File: config.mk
export PLATFORM = sky130hd
export DESIGN_NAME = score_accumulator
export DESIGN_NICKNAME = d
export VERILOG_FILES = /design/src/rtl/score_pkg.sv /design/src/rtl/lane_tally.sv /design/src/rtl/score_accumulator.sv
export SDC_FILE = /design/constraint.sdc
export NUM_CORES = 1
export LEC_CHECK = 0
export CAP_MARGIN = 30
export CORE_MARGIN = 2
export CORE_UTILIZATION = 50
export DETAILED_ROUTE_END_ITERATION = 6
export GPL_TIMING_DRIVEN = 0
export PLACE_DENSITY = 0.75
export REMOVE_ABC_BUFFERS = 1
export SLEW_MARGIN = 20
export SYNTH_ARGS = -nofsm -noshare
export SYNTH_HDL_FRONTEND = slang
export SYNTH_SLANG_ARGS = --single-unit
File: constraint.sdc
create_clock -name clk -period 12 [get_ports clk]
set_clock_uncertainty 0.15 [all_clocks]
set_input_delay 1.8 -clock clk [delete_from_list [all_inputs] [get_ports clk]]
set_output_delay 1.8 -clock clk [all_outputs]
set_load 0.01 [all_outputs]
File: src/rtl/score_pkg.sv
// rtl/score_pkg.sv - shared judgement encodings, point values and combo tier limits
//
// Package contents:
//   judge_t        per-lane judgement code (2 bits per lane on the judgement bus)
//   PERFECT_PTS    base points for a PERFECT lane
//   GOOD_PTS       base points for a GOOD lane
//   TIERn_COMBO    combo thresholds where the multiplier steps x1 -> x2 -> x3 -> x4
//   LANE_CNT_W     width of a per-event lane count (up to 4 lanes)
package score_pkg;

  typedef enum logic [1:0] {
    JUDGE_PERFECT = 2'b00,
    JUDGE_GOOD    = 2'b01,
    JUDGE_MISS    = 2'b10,
    JUDGE_NO_NOTE = 2'b11
  } judge_t;

  localparam int PERFECT_PTS = 10;
  localparam int GOOD_PTS    = 5;

  localparam int TIER1_COMBO = 10;
  localparam int TIER2_COMBO = 30;
  localparam int TIER3_COMBO = 50;

  localparam int LANE_CNT_W = 3;

endpackage

File: src/rtl/lane_tally.sv
// rtl/lane_tally.sv - combinational per-event lane counter
//
// Ports:
//   judgement  in   2*LANES  lane i at bits [2i+1:2i]
//   perfect_n  out  count of PERFECT lanes
//   good_n     out  count of GOOD lanes
//   miss_n     out  count of MISS lanes
//   hits_n     out  count of PERFECT + GOOD lanes
module lane_tally
  import score_pkg::*;
#(
  parameter int LANES = 2
) (
  input  logic [2*LANES-1:0]    judgement,
  output logic [LANE_CNT_W-1:0] perfect_n,
  output logic [LANE_CNT_W-1:0] good_n,
  output logic [LANE_CNT_W-1:0] miss_n,
  output logic [LANE_CNT_W-1:0] hits_n
);

  always_comb begin
    perfect_n = '0;
    good_n    = '0;
    miss_n    = '0;
    for (int i = 0; i < LANES; i++) begin
      case (judge_t'(judgement[2*i +: 2]))
        JUDGE_PERFECT: perfect_n = perfect_n + LANE_CNT_W'(1);
        JUDGE_GOOD:    good_n    = good_n + LANE_CNT_W'(1);
        JUDGE_MISS:    miss_n    = miss_n + LANE_CNT_W'(1);
        default:       ;
      endcase
    end
    hits_n = perfect_n + good_n;
  end

endmodule

File: src/rtl/score_accumulator.sv
// rtl/score_accumulator.sv - rhythm-game score, combo and judgement tally accumulator
//
// Ports:
//   clk          in   single clock, rising edge
//   rst          in   asynchronous active-high reset
//   clear        in   synchronous game restart, wins over a simultaneous event
//   judge_valid  in   judgement bus holds one event this cycle
//   judgement    in   2*LANES, lane i at [2i+1:2i]
//   score        out  SCORE_W saturating running total
//   combo        out  CNT_W current combo
//   max_combo    out  CNT_W highest combo this game
//   perfect_cnt, good_cnt, miss_cnt  out  CNT_W saturating tallies
//   score_upd    out  one-cycle pulse after an event
//   score_sat    out  sticky score-saturated flag
module score_accumulator
  import score_pkg::*;
#(
  parameter int LANES   = 2,
  parameter int SCORE_W = 16,
  parameter int CNT_W   = 16
) (
  input  logic               clk,
  input  logic               rst,
  input  logic               clear,
  input  logic               judge_valid,
  input  logic [2*LANES-1:0] judgement,
  output logic [SCORE_W-1:0] score,
  output logic [CNT_W-1:0]   combo,
  output logic [CNT_W-1:0]   max_combo,
  output logic [CNT_W-1:0]   perfect_cnt,
  output logic [CNT_W-1:0]   good_cnt,
  output logic [CNT_W-1:0]   miss_cnt,
  output logic               score_upd,
  output logic               score_sat
);

  // Base points for 4 PERFECT lanes x4 is 160, so 8 bits of gain suffice;
  // nine extra sum bits keep the carry out of the saturation compare.
  localparam int SUM_W = SCORE_W + 9;
  localparam int CMP_W = (CNT_W > 32) ? CNT_W : 32;

  logic [LANE_CNT_W-1:0] perfect_n, good_n, miss_n, hits_n;
  logic                  event_hit;
  logic [7:0]            base, gain;
  logic [CMP_W-1:0]      combo_wide;
  logic [SUM_W-1:0]      score_sum;
  logic                  sat_hit;
  logic [SCORE_W-1:0]    score_next;
  logic [CNT_W-1:0]      combo_inc;

  function automatic logic [CNT_W-1:0] sat_add(input logic [CNT_W-1:0] a,
                                                input logic [LANE_CNT_W-1:0] n);
    logic [CNT_W:0] s;
    s = {1'b0, a} + (CNT_W + 1)'(n);
    return s[CNT_W] ? {CNT_W{1'b1}} : s[CNT_W-1:0];
  endfunction

  lane_tally #(.LANES(LANES)) u_lane_tally (
    .judgement (judgement),
    .perfect_n (perfect_n),
    .good_n    (good_n),
    .miss_n    (miss_n),
    .hits_n    (hits_n)
  );

  // An all-NO_NOTE bus is all ones, so one reduction finds a real event.
  assign event_hit  = judge_valid & ~(&judgement);
  assign combo_wide = CMP_W'(combo);

  // Products by the point constants fold to fixed shifts and adds.
  assign base = 8'(perfect_n) * 8'(PERFECT_PTS) + 8'(good_n) * 8'(GOOD_PTS);

  // Multiplier tier comes from the combo held before this event.
  always_comb begin
    gain = base;
    if (combo_wide < CMP_W'(TIER1_COMBO))      gain = base;
    else if (combo_wide < CMP_W'(TIER2_COMBO)) gain = base << 1;
    else if (combo_wide < CMP_W'(TIER3_COMBO)) gain = base + (base << 1);
    else                                       gain = base << 2;
  end

  assign score_sum  = SUM_W'(score) + SUM_W'(gain);
  assign sat_hit    = score_sum > SUM_W'({SCORE_W{1'b1}});
  assign score_next = sat_hit ? {SCORE_W{1'b1}} : score_sum[SCORE_W-1:0];
  assign combo_inc  = sat_add(combo, hits_n);

  always_ff @(posedge clk or posedge rst) begin
    if (rst) begin
      score       <= '0;
      combo       <= '0;
      max_combo   <= '0;
      perfect_cnt <= '0;
      good_cnt    <= '0;
      miss_cnt    <= '0;
      score_upd   <= 1'b0;
      score_sat   <= 1'b0;
    end else if (clear) begin
      score       <= '0;
      combo       <= '0;
      max_combo   <= '0;
      perfect_cnt <= '0;
      good_cnt    <= '0;
      miss_cnt    <= '0;
      score_upd   <= 1'b0;
      score_sat   <= 1'b0;
    end else begin
      score_upd <= event_hit;
      if (event_hit) begin
        score       <= score_next;
        score_sat   <= score_sat | sat_hit;
        // Hits in a MISS event still score and still count toward max_combo.
        combo       <= (miss_n != '0) ? '0 : combo_inc;
        max_combo   <= (combo_inc > max_combo) ? combo_inc : max_combo;
        perfect_cnt <= sat_add(perfect_cnt, perfect_n);
        good_cnt    <= sat_add(good_cnt, good_n);
        miss_cnt    <= sat_add(miss_cnt, miss_n);
      end
    end
  end

endmodule

==> metrics.csv, run 1 <==
metric,value,unit
status,"finished, final reports clean",
die_area,0.01426,mm2
initial_core_util,0.5070,
yosys_warnings,0,
r2r_setup_slack,6800,ps
syn_to_final_growth,23.10,%
endpoint_kind,flip-flop,
min_path_type,reg2reg,
final_cells,1027,
slew_headroom,0.3709,
synthCells,766,
ir_worst_vdd,0.05788,mV
synth-seq-cells,98,
post_drt_wl_per_cell,16.60,um
clkTransAtPathRegs,70,ps
ys_types,67,
crit_top_cell,ha_1,
max_stage_delay,670,ps
worstPathMaxFanout,16,
cts-root-buf,clkbuf_16,
ys_async_sr_fraction,1.000,
drive_above_1_share,0.04700,
synth-main-ff-cell,dfrtp_1,
leakage,3.576,nW
cts_max_level,3,
cts_resized,0,
fin_tns_setup,0,ps
crit_family,compound AO/OA/AOI/OAI gates,
std_cell_rows,42,
nets,906,
fillers,1134,
hold_path_end,score_sat,
vias_per_cell,5.937,
cts_tree,done,
post-place-ws,3708,ps
max_freq,125.5,MHz
hp-start,score_sat,
hold_viol_final,0,
slowest_stage,nand4_1,
path_buf_inv,2,
fin_ws,4034,ps
first_pass_iters,5,
arrival,8070,ps
hold_buffers,0,
vias,6097,
slew_violations,0,
core,0.01314,mm2
dieWidth,119.4,um
cts_buffer_depth,2,
ios,106,
antenna_found_initial,0,
chipHeight,119.4,um
grt_first_pass_wirelength,29350,um
grt_overflow,0,
whs,368.7,ps
drtIter0Drc,382,
crit_cells,23,
layout_commonest_cell,clkdlybuf4s50_1,
period_share,0.6638,
dp_hpwl,12010,um
grt_pass1_vias,6046,
cap_violations,0,
post_cts_buffers,0,
syn_area,0.006661,mm2
dpl.cell_count,1011,
drc,0,
cts.sinks,98,
r2r_cells,14,
antenna_cells,0,
power.density,119.0,mW/mm2
final_cell_mix,"clkdlybuf4s50_1, nor2_1, dfrtp_1",
worstPathRequired,12100,ps
ys_seq_area_frac,0.3681,
grt_max_degree,56,
grt_util_all_layers,0.2494,
drt_wl_total,17050,um
tightest_slew,941.2,ps
rsz0062_at_grt,no,
place.gp.congestion,0.8870,
reg2reg_from,combo[6],
numPortBuffers,105,
numCtsBuffers,9,
crit_chain,clkdlybuf4s50_1 > nor2_1 > ha_1 > xor2_1 > xor2_1 > ha_1 > nand3b_1 > o211ai_1 > a21oi_1 > xnor2_1 > inv_1 > ha_1 > a21o_1 > xor2_1 > o21ai_0 > o21ai_0 > ha_1 > o211ai_1 > a21oi_1 > a211oi_1 > o22ai_1 > nand4_1 > a311oi_1,
cp-start-kind,input port,
period_minus_slack,7966,ps
drtAntennaViolNets,0,
synth_edf_count,0,
crit_type,in2reg,
insertion_delay,350,ps
min_path_cells,2,
r2r_end,score[15],
setup_viol,0,
syn_avg_cell_area,8.696,um2
[cells in the mapped netlist, types with 8 or more instances]
cell type | count | area [um2]
nand4_1 | 13 | 81.33
a211oi_1 | 19 | 142.6
xor2_1 | 19 | 166.4
o21ai_0 | 23 | 115.1
inv_1 | 35 | 131.4
a22oi_1 | 15 | 112.6
mux2i_1 | 12 | 120.1
a21oi_1 | 45 | 225.2
and3_1 | 11 | 68.82
nand2b_1 | 8 | 50.05
xnor2_1 | 13 | 113.9
a21o_1 | 12 | 90.09
nand2_1 | 66 | 247.7
nand3_1 | 33 | 165.2
nor3_1 | 24 | 120.1
nor2b_1 | 8 | 50.05
a311oi_1 | 22 | 192.7
dfrtp_1 | 98 | 2452
and4_1 | 11 | 96.34
nor2_1 | 101 | 379.1
clkbuf_1 | 33 | 123.9
ha_1 | 48 | 600.6
a31oi_1 | 11 | 68.82
[flip-flops by register name (all words and copies together) (netlist names)]
signal       count
combo           16
good_cnt        16
max_combo       16
miss_cnt        16
perfect_cnt     16
score           16
score_sat        1
score_upd        1
[cell type report]
type / count / area, um2 / area share
multi-input cells: 593 / 3928 / 0.4789
well taps: 176 / 220.2 / 0.02685
inverters: 35 / 136.4 / 0.01663
flip-flops and latches: 98 / 2452 / 0.2991
clock inverters: 5 / 77.57 / 0.009460
repair buffers: 109 / 1144 / 0.1395
clock buffers: 11 / 242.7 / 0.02960
[layer usage]
layer,up-vias,wire (um),part of all wire,global-route usage
met5,-,0,0,0
met3,28,932,0.055,0.04981
met2,183,8167,0.48,0.4045
met4,0,289,0.017,0.09265
met1,2936,7661,0.45,0.3316
li1,2950,-,-,-
[cells by family (layout without fill, tap and decap cells)]
family,after synthesis,in the layout,share of synthesized area
flip-flops,98,98,0.3681
AND/OR/NAND/NOR,302,302,0.2199
XOR/XNOR,33,33,0.04564
AO/OA/AOI/OAI,191,191,0.1961
adder cells (fa/ha/maj),52,52,0.1022
buffers and inverters,75,160,0.04489
multiplexers,15,15,0.02310
[worst min-delay path, cell delays in order, from the launching register on]
cell and delay [ps]:
dfrtp_1 380, inv_1 50, a21oi_1 50
[stage by stage]
| step | total power, mW | cell area [um2] | util |
|---|---|---|---|
| final | 0.9755 | 8200 | 0.6242 |
| after global routing | 1.025 | 8200 | 0.6242 |
| after CTS | 0.9800 | 8200 | 0.6242 |
| after detailed placement | 0.6623 | 7880 | 0.5998 |
| after global placement | 0.6440 | 7765 | 0.5910 |
| after floorplan | 0.5537 | 6494 | - |
[worst max-delay path by stage]
stage,from,end
6_report,judgement[1],score[15]
5_1_grt,judgement[0],score[15]
4_1_cts,judgement[1],score[7]
3_5_place_dp,judgement[1],score[7]
3_3_place_gp,judgement[1],score[15]
2_1_floorplan,judgement[1],score[13]
[power breakdown]
part	switching, mW	internal [mW]
Combinational	0.158	0.128
Sequential	0.0205	0.352
Clock	0.129	0.188
Note: power is estimated with default switching activity, not from simulation.
==> run 2, diff against run 1 <==
==> constraint.sdc (replaced) <==
create_clock -name clk -period 7.8 [get_ports clk]
set_clock_uncertainty 0.15 [all_clocks]
set_input_delay 1.17 -clock clk [delete_from_list [all_inputs] [get_ports clk]]
set_output_delay 1.17 -clock clk [all_outputs]
set_load 0.01 [all_outputs]
==> metrics.csv, run 2 (same netlist as run 1, synthesis figures left out) <==
metric,value,unit,change
max_stage_delay,640,ps,-30 ps
cts_buffer_depth,2,,unchanged
cp-start-kind,input port,,
chipHeight,119.4,um,unchanged
drc,0,,unchanged
crit_type,in2reg,,
stdcell_area,0.008223,mm2,+0.27%
die_area,0.01426,mm2,unchanged
core,0.01314,mm2,unchanged
rsz0062_at_grt,no,,
cts_max_level,3,,unchanged
initial_core_util,0.5070,,unchanged
cts-root-buf,clkbuf_16,,
status,"finished, final reports clean",,
hold_path_end,score_sat,,
numPortBuffers,105,,unchanged
reg2reg_from,combo[0],,
hold_viol_final,0,,unchanged
hold_buffers,0,,unchanged
startpoint,judgement[3],,
seqCellArea,0.002452,mm2,unchanged
r2r_cells,14,,unchanged
whs,368.7,ps,+0.03800 ps
tightest_slew,937.7,ps,-3.438 ps
fin_tns_setup,0,ps,unchanged
max_freq,143.8,MHz,
std_cell_rows,42,,unchanged
post_drt_wl_per_cell,16.59,um,about the same
crit_chain,clkdlybuf4s50_1 > nor2_1 > xnor2_1 > inv_1 > ha_1 > ha_1 > a21o_1 > ha_1 > a21o_1 > nand4_1 > or2_2 > and3_1 > a21oi_1 > ha_1 > nand4_1 > or3b_1 > a211o_1 > a21oi_4 > nor2_1 > a311oi_1,,
grt_overflow,0,,unchanged
post_cts_buffers,0,,unchanged
numCtsBuffers,9,,unchanged
grt_pass1_vias,6046,,unchanged
drt_wl_total,17090,um,+0.22%
syn_to_final_growth,23.44,%,
slew_violations,0,,unchanged
antenna_cells,0,,unchanged
cts.sinks,98,,unchanged
grt_first_pass_wirelength,29350,um,unchanged
grt_util_all_layers,0.2494,,unchanged
worstPathRequired,7900,ps,-4200 ps
dp_hpwl,12010,um,unchanged
min_path_type,reg2reg,,
power.density,183.0,mW/mm2,+54%
clkTransAtPathRegs,70,ps,about the same
crit_top_cell,ha_1,,
slew_headroom,0.3732,,+0.002298
r2r_setup_slack,2980,ps,-3820 ps
drtAntennaViolNets,0,,unchanged
place.gp.congestion,0.8870,,unchanged
nets,909,,+0.33%
grt_max_degree,56,,unchanged
leakage,3.589,nW,+0.35%
period_share,0.8918,,
vias_per_cell,5.950,,+0.22%
multi_input_area,0.003928,mm2,unchanged
fin_ws,844.0,ps,-3190 ps
slowest_stage,a21oi_4,,
ios,106,,unchanged
antenna_found_initial,0,,unchanged
arrival,7060,ps,-1010 ps
cts_tree,done,,
dpl_cell_area,0.007880,mm2,unchanged
drive_above_1_share,0.05035,,+0.003348
dieWidth,119.4,um,unchanged
setup_viol,0,,unchanged
first_pass_iters,6,,+1
worstPathMaxFanout,28,,+12
ir_worst_vdd,0.08930,mV,+54%
post-place-ws,137.7,ps,-3570 ps
drtIter0Drc,440,,+15%
layout_commonest_cell,clkdlybuf4s50_1,,
period_minus_slack,6956,ps,
cap_violations,0,,unchanged
r2r_end,max_combo[9],,
min_path_cells,2,,unchanged
insertion_delay,350,ps,about the same
fillers,1133,,-0.088%
cts_resized,0,,unchanged
endpoint_kind,flip-flop,,
final_cell_mix,"clkdlybuf4s50_1, nor2_1, dfrtp_1",,
hp-start,score_sat,,
vias,6128,,+0.51%
-- run 2: through the flow --
stage / total power, mW / utilization / std cells
3_5_place_dp: 1.019 / 0.5998 / 1011
5_1_grt: 1.578 / 0.6259 / 1030
3_3_place_gp: 0.9907 / 0.5910 / 1007
4_1_cts: 1.508 / 0.6242 / 1027
6_report: 1.505 / 0.6259 / 1030
2_1_floorplan: 0.8518 / - / 726
-- run 2: cell type report --
class / count / area share
multi-input cells: 593 / 0.4776
well taps: 176 / 0.02678
clock buffers: 11 / 0.02952
inverters: 35 / 0.01659
repair buffers: 112 / 0.1418
clock inverters: 5 / 0.009434
flip-flops and latches: 98 / 0.2982
-- run 2: worst max-delay path by stage --
stage / slack [ps] / end / cells past startpoint
global route: 360 / score[4] / 25
global placement: 300 / score[15] / 23
detailed placement: 140 / score[7] / 23
CTS: 500 / score[7] / 23
floorplan: 1770 / score[13] / 22
finish: 840 / max_combo[9] / 20
-- run 2: power breakdown --
part / switching, mW / total (mW) / internal (mW) / leakage, nW
Clock: 0.201 / 0.490 / 0.289 / 0.156
Combinational: 0.244 / 0.441 / 0.197 / 2.08
Sequential: 0.0320 / 0.574 / 0.542 / 1.35
-- run 2: per-layer routing --
layer	share of wire	routed length [um]	global-route usage	vias to the layer above
li1	-	-	-	2962
met1	0.45	7734	0.3316	2960
met2	0.48	8145	0.4045	180
met3	0.054	927	0.04981	26
met4	0.017	282	0.09265	0
met5	0	0	0	-
-- run 2: worst max-delay path: cells and delay by family --
family	cells	cell delay [ps]
buffers and inverters	2	760
and+or+nand+nor	7	1830
AOI/OAI and AO/OA	6	1890
adders and majority gates	4	970
xor gates and xnor gates	1	430
